### src/rtl/qif_syn_drive_8b.sv
// qif_syn_drive_8b: spike-event FIFO feeding a saturating, exponentially decaying synaptic current
module qif_syn_drive_8b #(
  parameter int DECAY_PERIOD = 16,
  parameter int DECAY_SHIFT = 3,
  parameter int FIFO_DEPTH = 4
) (
  input  logic              clk,
  input  logic              rst_n,
  input  logic              en,
  input  logic              spike_valid,
  input  logic signed [7:0] spike_weight,
  output logic              spike_ready,
  output logic signed [7:0] I_syn,
  output logic              active,
  output logic              sat
);
  localparam int AW = $clog2(FIFO_DEPTH);
  localparam int PW = $clog2(DECAY_PERIOD);
  typedef enum logic {IDLE, ACTIVE} state_t;
  state_t state;
  logic signed [7:0] mem [FIFO_DEPTH];
  logic [AW:0] wr_ptr, rd_ptr, count, cnt_nxt;
  logic [PW-1:0] presc;
  logic push, pop, tick, go_idle, hi, lo;
  logic signed [7:0] shr, d, nxt, head;
  logic signed [9:0] i_ext, d_ext, w_ext, base, sum;
  always_comb begin
    count = wr_ptr - rd_ptr;
    spike_ready = count != (AW+1)'(FIFO_DEPTH);
    push = spike_valid & spike_ready;
    pop = en & (count != '0);
    cnt_nxt = count + (AW+1)'(push) - (AW+1)'(pop);
    tick = (state == ACTIVE) & en & (presc == PW'(DECAY_PERIOD - 1));
    // positive values always shrink by at least 1 so decay reaches exactly 0
    shr = I_syn >>> DECAY_SHIFT;
    d = (I_syn > 8'sd0 && shr == 8'sd0) ? 8'sd1 : shr;
    head = mem[rd_ptr[AW-1:0]];
    i_ext = {{2{I_syn[7]}}, I_syn};
    d_ext = {{2{d[7]}}, d};
    w_ext = pop ? {{2{head[7]}}, head} : 10'sd0;
    base = tick ? i_ext - d_ext : i_ext;
    sum = base + w_ext;
    hi = sum > 10'sd127;
    lo = sum < -10'sd128;
    nxt = hi ? 8'sd127 : lo ? -8'sd128 : sum[7:0];
    go_idle = (state == ACTIVE) && (nxt == 8'sd0) && (cnt_nxt == '0);
  end
  always_ff @(posedge clk)
    if (push) mem[wr_ptr[AW-1:0]] <= spike_weight;
  always_ff @(posedge clk or negedge rst_n)
    if (!rst_n) begin
      state <= IDLE;
      wr_ptr <= '0;
      rd_ptr <= '0;
      presc <= '0;
      I_syn <= '0;
      active <= 1'b0;
      sat <= 1'b0;
    end else begin
      if (push) wr_ptr <= wr_ptr + 1'b1;
      if (pop) rd_ptr <= rd_ptr + 1'b1;
      I_syn <= nxt;
      sat <= hi | lo;
      presc <= (go_idle || tick) ? '0 : (state == ACTIVE && en) ? presc + 1'b1 : presc;
      state <= (state == IDLE) ? (push ? ACTIVE : IDLE) : (go_idle ? IDLE : ACTIVE);
      active <= (state == IDLE) ? push : !go_idle;
    end
endmodule
### config.mk
export PLATFORM = sky130hd
export DESIGN_NAME = qif_syn_drive_8b
export DESIGN_NICKNAME = d
export VERILOG_FILES = /design/src/rtl/qif_syn_drive_8b.sv
export SDC_FILE = /design/constraint.sdc
export NUM_CORES = 1
export LEC_CHECK = 0
export ABC_CLOCK_PERIOD_IN_PS = 4100
export CAP_MARGIN = 30
export CORE_UTILIZATION = 25
export CTS_BUF_LIST = sky130_fd_sc_hd__clkbuf_4 sky130_fd_sc_hd__clkbuf_8
export CTS_CLUSTER_SIZE = 25
export DETAILED_ROUTE_END_ITERATION = 10
export PLACE_DENSITY = 0.53
export SLEW_MARGIN = 20
export SYNTH_ARGS = -nofsm -noshare
export SYNTH_HDL_FRONTEND = slang
export SYNTH_SLANG_ARGS = --single-unit
### constraint.sdc
create_clock -name clk -period 4.1 [get_ports clk]
set_input_delay 0.615 -clock clk [delete_from_list [all_inputs] [get_ports clk]]
set_output_delay 0.615 -clock clk [all_outputs]
set_load 0.03 [all_outputs]
==> run_results.csv <==
group,metric,value,unit
timing,hold_viol_final,0,
timing,setup_violations,5,
timing,final.min_clock_period,4.17,ns
synth,syn_nets,311,
routing,dr.first_iter.drc_count,70,
clock_tree,cts.clk_slew.worst_paths,0.10,ns
synth,synthMuxAreaShare,5.74,%
synth,seq_area_frac_synth,47.2,%
floorplanning,die_w,113,um
run_status,status,"finished with violations",
setup_path,worst_setup_path_end_kind,"flop",
setup_path,crit_type,"reg2reg",
synth,synth_fa_ha_area_share,13.5,%
grt,grt_pass1_wl,11.2,mm
synth,synth_edf_count,32,
timing,slew_violations,0,
timing,fin_ws,-0.0723,ns
synth,synth_compound_area_share,9.99,%
clock_tree,cts_max_path_buffers,2,
routing,drt-vias-per-instance,4.45,
routing,drt_wl_total,6.60,mm
synth,synth_top_area_share,31.1,%
place,io_buffers,22,
timing,slew_headroom,67.1,%
synth,yosys.area_share.simple,14.0,%
synth,yosysWarnings,0,
synth,synth_area,3090,um2
routing,ant_nets,0,
grt,antenna_found_initial,0,
timing,fin_hold_ws,0.496,ns
synth,synth_top_family_by_area,"simple AND/OR/NAND/NOR gates",
synth,synth_area_leader_cell,"edfxtp_1",
timing,rsz0062_at_grt,"yes",
grt,overflow,0,
timing,fin_crit_sh,102,%
synth,postSynthAreaPerCell,11.5,um2
setup_path,cp_max_fo,5,
clock_tree,worstSkewPairLatency,0.31,ns
clock_tree,clock-sinks,52,
place,place_inst,486,
synth,synthArstFlopShare,38.5,%
synth,synth_area_leaders,"edfxtp_1 31%, dfrtp_1 16%, ha_1 11%",
setup_path,start_kind,"flop",
layout,mostFrequentLayoutCells,"55 x buf_4, 32 x edfxtp_1, 22 x clkdlybuf4s50_1",
synth,ys.flop_type,"edfxtp_1",
layout,antenna_cells,0,
floorplanning,die_h,113,um
grt,grt_max_degree,21,
layout,drive_gt1_share,37.5,%
place,place_ws,-0.206,ns
routing,num_vias,2241,
floorplanning,start_util,25.7,%
clock_tree,cts_root_buf,"clkbuf_8",
grt,grt_pass1_vias,2336,
layout,area_growth,40.9,%
layout,instances_no_fill,504,
run_status,violations,"negative setup slack",
timing,max_clock_freq,240,MHz
grt,gr-usage-all-layers,11.0,%
clock_tree,cts_hold_buffers,0,
place,place_congestion,0.778,
synth,synth_cells,268,
layout,fin_nets,399,
setup_path,cp.arrival,4.37,ns
run,max-cap-violations,0,
floorplanning,die-area,12800,um2
clock_tree,numCtsBuffers,5,
routing,drc_errors,0,
floorplanning,ios,23,
routing,wl_per_cell,13.1,um
synth,ys_seq_elements,52,
worst_hold_path,hp-class,"reg2reg",
layout,final_common_cell,"buf_4",
clock_tree,cts_max_level,2,
clock_tree,cts_tree,"built",
synth,synthXorXnorAreaFrac,6.19,%
setup_path,cp.required,4.30,ns
timing,skew,0.00947,ns
floorplanning,core,12000,um2
routing,firstDrtPassIters,4,
synth,synth.distinct_cells,46,
floorplanning,num_rows,40,
timing,worst_pin_slew,0.493,ns
place,dp_hpwl,5.03,mm
[per-layer routing]
metal | vias up | global-route usage, % | wire (um)
li1 | 1146 | - | -
met1 | 1064 | 13.7 | 3070
met2 | 27 | 19.9 | 3340
met3 | 4 | 1.93 | 158
met4 | 0 | 2.37 | 36
met5 | - | 0 | 0
[layout make-up]
class | count | area [um2]
clock inverter | 3 | 28.8
tap | 147 | 184
fill | 1217 | 7650
timing repair buffer | 85 | 727
inverter | 23 | 86.3
sequential | 52 | 1460
clock buffer | 5 | 68.8
multi-input combinational | 189 | 1800
[flip-flops by register name (all words and copies together) (netlist names)]
register,flops
I_syn,8
active,1
mem,32
presc,4
rd_ptr,3
sat,1
wr_ptr,3
[synthesized netlist by cell type (2+ instances only)]
library cell,n
nand4_1,2
ha_1,27
a211oi_1,2
nand3b_1,2
a21o_1,4
dfrtp_1,20
and3_1,6
nor2b_1,7
nor2_1,12
and2b_1,4
o31a_1,3
or3_1,2
nand2_1,18
xor2_1,8
xnor2_1,12
edfxtp_1,32
or2_2,2
clkbuf_1,3
nand3_1,6
mux2i_1,2
fa_1,4
o21ai_0,18
o21bai_1,2
inv_1,23
nor3_1,11
mux4_2,7
a21oi_1,9
and2_1,2
[critical path: stages (launching register included)]
cell and delay (ns):
dfrtp_1 0.40, inv_2 0.06, ha_1 0.13, inv_1 0.05, fa_2 0.57, inv_1 0.10, nand3_4 0.08, and2_4 0.14
inv_1 0.04, ha_1 0.26, inv_1 0.04, ha_1 0.21, fa_1 0.40, xor2_1 0.18, xnor2_1 0.14, or4_1 0.47
a211o_1 0.31, nor4_4 0.26, buf_4 0.18, nor3_1 0.05
[final timing paths]
| check | from | endpoint | slack [ns] | cells after the start |
|---|---|---|---|---|
| min in group asynchronous | rst_n | rd_ptr[0]$_DFFE_PN0P_ | 0.53 | 1 |
| min reg2reg | wr_ptr[2]$_DFFE_PN0P_ | wr_ptr[2]$_DFFE_PN0P_ | 0.50 | 1 |
| max | wr_ptr[0]$_DFFE_PN0P_ | presc[0]$_DFFE_PN0P_ | -0.07 | 19 |
| max in group asynchronous | rst_n | I_syn[7]$_DFF_PN0_ | 3.15 | 2 |
| max reg2reg | wr_ptr[0]$_DFFE_PN0P_ | presc[0]$_DFFE_PN0P_ | -0.07 | 19 |
| min | wr_ptr[2]$_DFFE_PN0P_ | wr_ptr[2]$_DFFE_PN0P_ | 0.50 | 1 |
[through the flow]
step	cell area, um2	utilization (%)	setup TNS, ns
after global routing	4360	36.3	-3.30
after CTS	4220	35.1	-0.623
after floorplan	3160	-	-0.170
final	4360	36.3	-0.333
after global placement	3940	32.8	-1.29
after detailed placement	3940	32.8	-1.21
[timing repair]
action	4_1_cts	5_1_grt
endpoints found under the setup margin	12	13
gates resized for setup	32	25
pin swaps	13	11
buffers inserted	6	4
[kinds of logic (layout without fill, tap and decap cells)]
kind of cell | Yosys count | in the layout
compound gates | 48 | 48
xor+xnor | 21 | 21
fa+ha+maj | 31 | 31
buf+inv | 27 | 116
flops | 52 | 52
mux | 9 | 9
simple gates | 80 | 80
Power is left out: the tool's default activity adds up to more than one toggle a clock period on the data nets, which glitch-free logic cannot reach.
